<file path="src/rtl/activation_pipe.sv">
// rtl/activation_pipe.sv - multi-lane FP32 sigmoid/tanh/ReLU/identity activation stage
// Three register stages (unpack, piecewise-linear, repack) sharing one advance enable.
module activation_pipe #(
  parameter int LANES     = 1,
  parameter int FRAC_BITS = 16
) (
  input  logic                clk,
  input  logic                reset,
  input  logic                in_valid,
  output logic                in_ready,
  input  logic [1:0]          in_mode,
  input  logic [32*LANES-1:0] in_data,
  output logic                out_valid,
  input  logic                out_ready,
  output logic [32*LANES-1:0] out_data
);
  localparam int ZW = FRAC_BITS + 4;
  localparam int YW = FRAC_BITS + 1;

  localparam logic [1:0] MODE_SIGMOID = 2'b00;
  localparam logic [1:0] MODE_TANH    = 2'b01;
  localparam logic [1:0] MODE_RELU    = 2'b10;
  localparam logic [1:0] MODE_IDENT   = 2'b11;

  localparam logic [31:0] FP_QNAN      = 32'h7FC0_0000;
  localparam logic [31:0] FP_ONE       = 32'h3F80_0000;
  localparam logic [31:0] FP_MINUS_ONE = 32'hBF80_0000;

  localparam logic [ZW-1:0] Z_ONE  = ZW'(1 << FRAC_BITS);
  localparam logic [ZW-1:0] Z_KNEE = ZW'(19 << (FRAC_BITS - 3));
  localparam logic [ZW-1:0] Z_FIVE = ZW'(5 << FRAC_BITS);
  localparam logic [YW-1:0] Y_ONE  = YW'(1 << FRAC_BITS);
  localparam logic [YW-1:0] Y_HIGH = YW'(27 << (FRAC_BITS - 5));
  localparam logic [YW-1:0] Y_MID  = YW'(5 << (FRAC_BITS - 3));
  localparam logic [YW-1:0] Y_LOW  = YW'(1 << (FRAC_BITS - 1));

  // Magnitude is always below 16 here, so the significand only ever shifts right.
  function automatic logic [ZW-1:0] abs_to_fixed(input logic [7:0] e, input logic [22:0] m);
    int          rsh;
    logic [23:0] sig;
    sig = {1'b1, m};
    rsh = 150 - FRAC_BITS - int'(e);
    if (e == 8'd0) return '0;
    if (e >= 8'd131) return '1;
    if (rsh >= 24) return '0;
    return ZW'(sig >> rsh);
  endfunction

  // Tanh uses modular 2y-1: the true result never exceeds 1.0, so wrap-around is harmless.
  function automatic logic [YW-1:0] plan(input logic [ZW-1:0] z, input logic [1:0] mode,
                                         input logic sign);
    logic [YW-1:0] y;
    if (z >= Z_FIVE)      y = Y_ONE;
    else if (z >= Z_KNEE) y = YW'(z >> 5) + Y_HIGH;
    else if (z >= Z_ONE)  y = YW'(z >> 3) + Y_MID;
    else                  y = YW'(z >> 2) + Y_LOW;
    if (mode == MODE_TANH) return (y << 1) - Y_ONE;
    if (mode == MODE_SIGMOID && sign) return Y_ONE - y;
    return y;
  endfunction

  function automatic logic [31:0] fixed_to_fp(input logic [YW-1:0] y);
    int          p;
    logic [22:0] mant;
    p = 0;
    for (int b = 0; b < YW; b++) if (y[b]) p = b;
    mant = 23'(y) << (23 - p);
    if (y == '0) return 32'h0;
    return {1'b0, 8'(127 + p - FRAC_BITS), mant};
  endfunction

  logic                     adv;
  logic                     v1, v2;
  logic [1:0]               mode1, mode2;
  logic [LANES-1:0][ZW-1:0] z_next, z1;
  logic [LANES-1:0][YW-1:0] y_next, y2;
  logic [LANES-1:0][31:0]   raw1, raw2;
  logic [LANES-1:0]         nan_next, inf_next, nan1, inf1, nan2, inf2;
  logic [32*LANES-1:0]      out_next;

  assign adv      = !out_valid || out_ready;
  assign in_ready = adv;

  for (genvar i = 0; i < LANES; i++) begin : g_lane
    logic [30:0]   x;
    logic [ZW-1:0] mag;
    logic [31:0]   fp;
    logic [31:0]   r;

    assign x           = in_data[32*i +: 31];
    assign mag         = abs_to_fixed(x[30:23], x[22:0]);
    assign nan_next[i] = (x[30:23] == 8'hFF) && (x[22:0] != 23'd0);
    assign inf_next[i] = (x[30:23] == 8'hFF) && (x[22:0] == 23'd0);
    assign z_next[i]   = (in_mode != MODE_TANH) ? mag :
                         mag[ZW-1] ? '1 : {mag[ZW-2:0], 1'b0};

    assign y_next[i] = plan(z1[i], mode1, raw1[i][31]);

    assign fp = fixed_to_fp(y2[i]);
    always_comb begin
      r = fp;
      case (mode2)
        MODE_IDENT: r = raw2[i];
        MODE_RELU: begin
          if (nan2[i])          r = FP_QNAN;
          else if (raw2[i][31]) r = 32'h0;
          else                  r = raw2[i];
        end
        MODE_SIGMOID: begin
          if (nan2[i])      r = FP_QNAN;
          else if (inf2[i]) r = raw2[i][31] ? 32'h0 : FP_ONE;
        end
        default: begin
          if (nan2[i])          r = FP_QNAN;
          else if (inf2[i])     r = raw2[i][31] ? FP_MINUS_ONE : FP_ONE;
          else if (fp != 32'h0) r = {raw2[i][31], fp[30:0]};
        end
      endcase
    end
    assign out_next[32*i +: 32] = r;
  end

  always_ff @(posedge clk or posedge reset) begin
    if (reset) begin
      v1        <= 1'b0;
      v2        <= 1'b0;
      out_valid <= 1'b0;
      out_data  <= '0;
    end else if (adv) begin
      v1        <= in_valid;
      v2        <= v1;
      out_valid <= v2;
      out_data  <= out_next;
    end
  end

  always_ff @(posedge clk) begin
    if (adv) begin
      mode1 <= in_mode;
      z1    <= z_next;
      raw1  <= in_data;
      nan1  <= nan_next;
      inf1  <= inf_next;
      mode2 <= mode1;
      y2    <= y_next;
      raw2  <= raw1;
      nan2  <= nan1;
      inf2  <= inf1;
    end
  end
endmodule
</file>
<file path="config.mk">
export PLATFORM = sky130hd
export DESIGN_NAME = activation_pipe
export DESIGN_NICKNAME = d
export VERILOG_FILES = /design/src/rtl/activation_pipe.sv
export SDC_FILE = /design/constraint.sdc
export NUM_CORES = 1
export LEC_CHECK = 0
export CELL_PAD_IN_SITES_DETAIL_PLACEMENT = 1
export CELL_PAD_IN_SITES_GLOBAL_PLACEMENT = 2
export CORE_AREA = 3 3 161 163
export DETAILED_ROUTE_END_ITERATION = 6
export DIE_AREA = 0 0 164 166
export PLACE_DENSITY_LB_ADDON = 0.1
export SETUP_SLACK_MARGIN = 0.5
export SLEW_MARGIN = 20
export SYNTH_ARGS = -nofsm -noshare
export SYNTH_HDL_FRONTEND = slang
export SYNTH_SLANG_ARGS = --single-unit
</file>
<file path="constraint.sdc">
create_clock -name clk -period 8.5 [get_ports clk]
set_clock_uncertainty 0.05 [all_clocks]
set_input_delay 1.7 -clock clk [delete_from_list [all_inputs] [get_ports clk]]
set_output_delay 1.7 -clock clk [all_outputs]
set_load 0.03 [all_outputs]
</file>
==> metrics.txt <==
WHS approximately 0.37 ns; # port buffers ~70; Routed WL between 30000 and 40000 um; Synthesized Nets between 1000 and 1500; Worst Hold Class flip-flop to flip-flop; worst skew pair latency around 0.42 ns; crit share post-route about 69%; Tot Pwr between 3000 and 4000 uW; Slew @ Worst Pin 1.012 ns; Slew Viols, Final 0; Fmax ~0.17 GHz; Design Area, Final 10890 um^2; switching power 1409 uW; Resize count post-CTS 0; Worst setup EP type output pin; Fin. Hold Viols 0; post-synthesis cell count 965; WP data required ~6.8 ns; Top delay family on crit path buffers and inverters; synthesis-stage register bit count 144; power per cell area ~300 nW/um^2; Sw Ratio between 40% and 50%; Final setup viols 0; # rows 57; status finished clean; Worst Path Buf+Inv 4; synth warn 0; Max-Cap Viols 0; share of cells above drive strength 1 9.430%; Num CTS Buffers 17; Post-DRT Antenna Nets 0; die area roughly 27000 um^2; H-tree Lvls 4; distinct cell type count after synthesis 89; Placed Area ~10000 um^2; Clock Power Share 22.6%; Hold Buf Count CTS 0; Flop pwr share between 30% and 40%; worst-path fanout max 74; CTS Root Buffer Type clkbuf_16; main flop type after synthesis edfxtp_1; CTS tree yes; Vias/cell roughly 6.0; vias in the first global route 8151; antenna violations before repair 0; Syn Std Cell Area a little over 9000 um^2; # DRC 0; register area share after synthesis 44.58%; detailed-placement wirelength estimate ~22000 um; DIE HEIGHT 166 um; Via Count ~8100; clk sinks between 100 and 150; Syn-to-layout area delta 17.00%; most frequent cells in the layout nand2_1, edfxtp_1, nor2_1; most common cell after layout, fill and taps aside nand2_1; Int Power about 1900 uW; CP Cell Sequence clkdlybuf4s50_1, nor2b_4, buf_4, inv_4, clkdlybuf4s50_1; Core Footprint about 24000 um^2; slowest cell delay on critical path approximately 0.82 ns; leak pwr a little over 0.004 uW; global route total overflow 0; Comb power frac slightly above 40%; VDD IR max 0.1544 mV; Setup TNS 0 ns; # nets final between 1000 and 1500; wire length per cell 22.39 um; Ports around 70; clk slew on worst S/H paths ~0.080 ns; mean post-synth cell area ~9.6 um^2; fin util 44.52%; Setup Buffers After CTS 0; worst relative slew slack between 30 and 40%; clock buffer depth 2; die width between 150 and 200 um; minimum clock period ~5.8 ns; most used cell, CP clkdlybuf4s50_1; DRT Pass-1 Iters 5; largest net degree at the start of global routing 75; antenna cell count 0; GRT Util Overall around 22%; first-pass GRT wire length between 40000 and 50000 um; Fillers ~2700; Starting Density between 30% and 40%; number of synthesized flops with an enable pin roughly 110; WP data arrival approximately 4.1 ns; RSZ-0062 raised after global routing false; DRC violation total after the first TritonRoute iteration ~650; Final Wtd Congestion just under 0.9; Critical Path Start Type input pin; CP max-delay cell clkdlybuf4s50_1; CP Class input pin to output pin; Async S/R FF share, synth approximately a quarter
[worst register-to-register path, stage by stage, from the launching register on]
cell and delay, ns:
edfxtp_1 0.53, or4_1 0.56, a21oi_1 0.23, o31a_1 0.73, inv_1 0.47, ha_1 0.38
nand2b_1 0.15, nand4_1 0.08, o21ai_0 0.17, o21ai_0 0.29, a221oi_1 0.13, a211oi_1 0.27
a21o_1 0.11
[metrics by stage]
step                      setup WS (ns)  cells
after floorplan                   1.105    965
after global placement            2.669   1310
after detailed placement          2.645   1310
after CTS                         2.639   1342
after global routing              2.541   1342
final                             2.650   1342
[power groups by stage]
stage	sequential [uW]	clock, uW	combinational (uW)
6_report	1200	746	1360
5_1_grt	1230	801	1490
4_1_cts	1200	764	1360
3_5_place_dp	1210	0	1350
3_3_place_gp	1210	0	1340
2_1_floorplan	1260	0	810
[flip-flops by register name (all words and copies together), names as in the netlist]
name / count
y2: 17
out_data: 32
v1: 1
inf2: 1
inf1: 1
raw1: 32
mode1: 2
z1: 20
out_valid: 1
v2: 1
mode2: 2
raw2: 32
nan1: 1
nan2: 1
[synthesized netlist by cell type, drive strengths merged, types with 10 or more instances]
| library cell | count | share of area, % |
|---|---|---|
| nand3 | 24 | 1.3 |
| o31ai | 12 | 1.0 |
| o211ai | 23 | 2.0 |
| and2 | 14 | 0.99 |
| nor3 | 26 | 1.4 |
| buf | 15 | 1.0 |
| dfrtp | 35 | 9.4 |
| mux4 | 11 | 2.7 |
| mux2i | 33 | 3.5 |
| a21oi | 68 | 3.7 |
| ha | 11 | 1.5 |
| and3 | 14 | 0.94 |
| nor2 | 84 | 3.4 |
| a211oi | 11 | 0.94 |
| edfxtp | 109 | 35 |
| a31oi | 22 | 1.5 |
| o21ai | 66 | 3.7 |
| clkbuf | 51 | 2.1 |
| nand2 | 120 | 4.8 |
| xnor2 | 10 | 0.94 |
| nor4 | 16 | 1.2 |
| inv | 18 | 0.73 |
| a221oi | 14 | 1.4 |
[layout make-up]
class | count | area, um^2 | share of cell area [%]
clock buffers | 17 | 425.4 | 3.906
clock inverters | 15 | 186.4 | 1.712
inverters | 19 | 73.82 | 0.6779
multi-input cells | 736 | 4820 | 44.26
flip-flops and latches | 144 | 4149 | 38.10
well taps | 324 | 405.4 | 3.722
repair buffers | 87 | 830.8 | 7.629
[metal layers]
layer	wire length, um	global-route usage (%)	vias to the layer above
li1	-	-	3816
met1	13910	31.44	4005
met2	14470	36.25	194
met3	1048	3.068	37
met4	621	6.032	0
met5	0	0	-
[path summary, 6_finish.rpt]
check | endpoint | from | slack (ns) | cells after the start
worst min register to register | raw2[0]$_DFFE_PP_ | raw1[0]$_DFFE_PP_ | 0.37 | 0
worst max register to register | out_data[27]$_DFFE_PP0P_ | y2[6]$_DFFE_PP_ | 4.31 | 12
max in group asynchronous | out_data[18]$_DFFE_PP0P_ | reset | 6.42 | 3
min in group asynchronous | v1$_DFFE_PP0P_ | reset | 1.63 | 3
worst max-delay path | in_ready | out_ready | 2.65 | 5
worst min-delay path | raw2[0]$_DFFE_PP_ | raw1[0]$_DFFE_PP_ | 0.37 | 0
[kinds of logic after synthesis]
kind of cell / Yosys count / synth area share (%)
AO/OA/AOI/OAI: 312 / 23.57
XOR/XNOR: 16 / 1.506
adder cells (fa/ha/maj): 11 / 1.479
buffers and inverters: 85 / 3.858
flip-flops: 144 / 44.58
multiplexers: 50 / 6.936
AND/OR/NAND/NOR: 347 / 18.08
No activity file was read; power rests on OpenSTA's default activity.
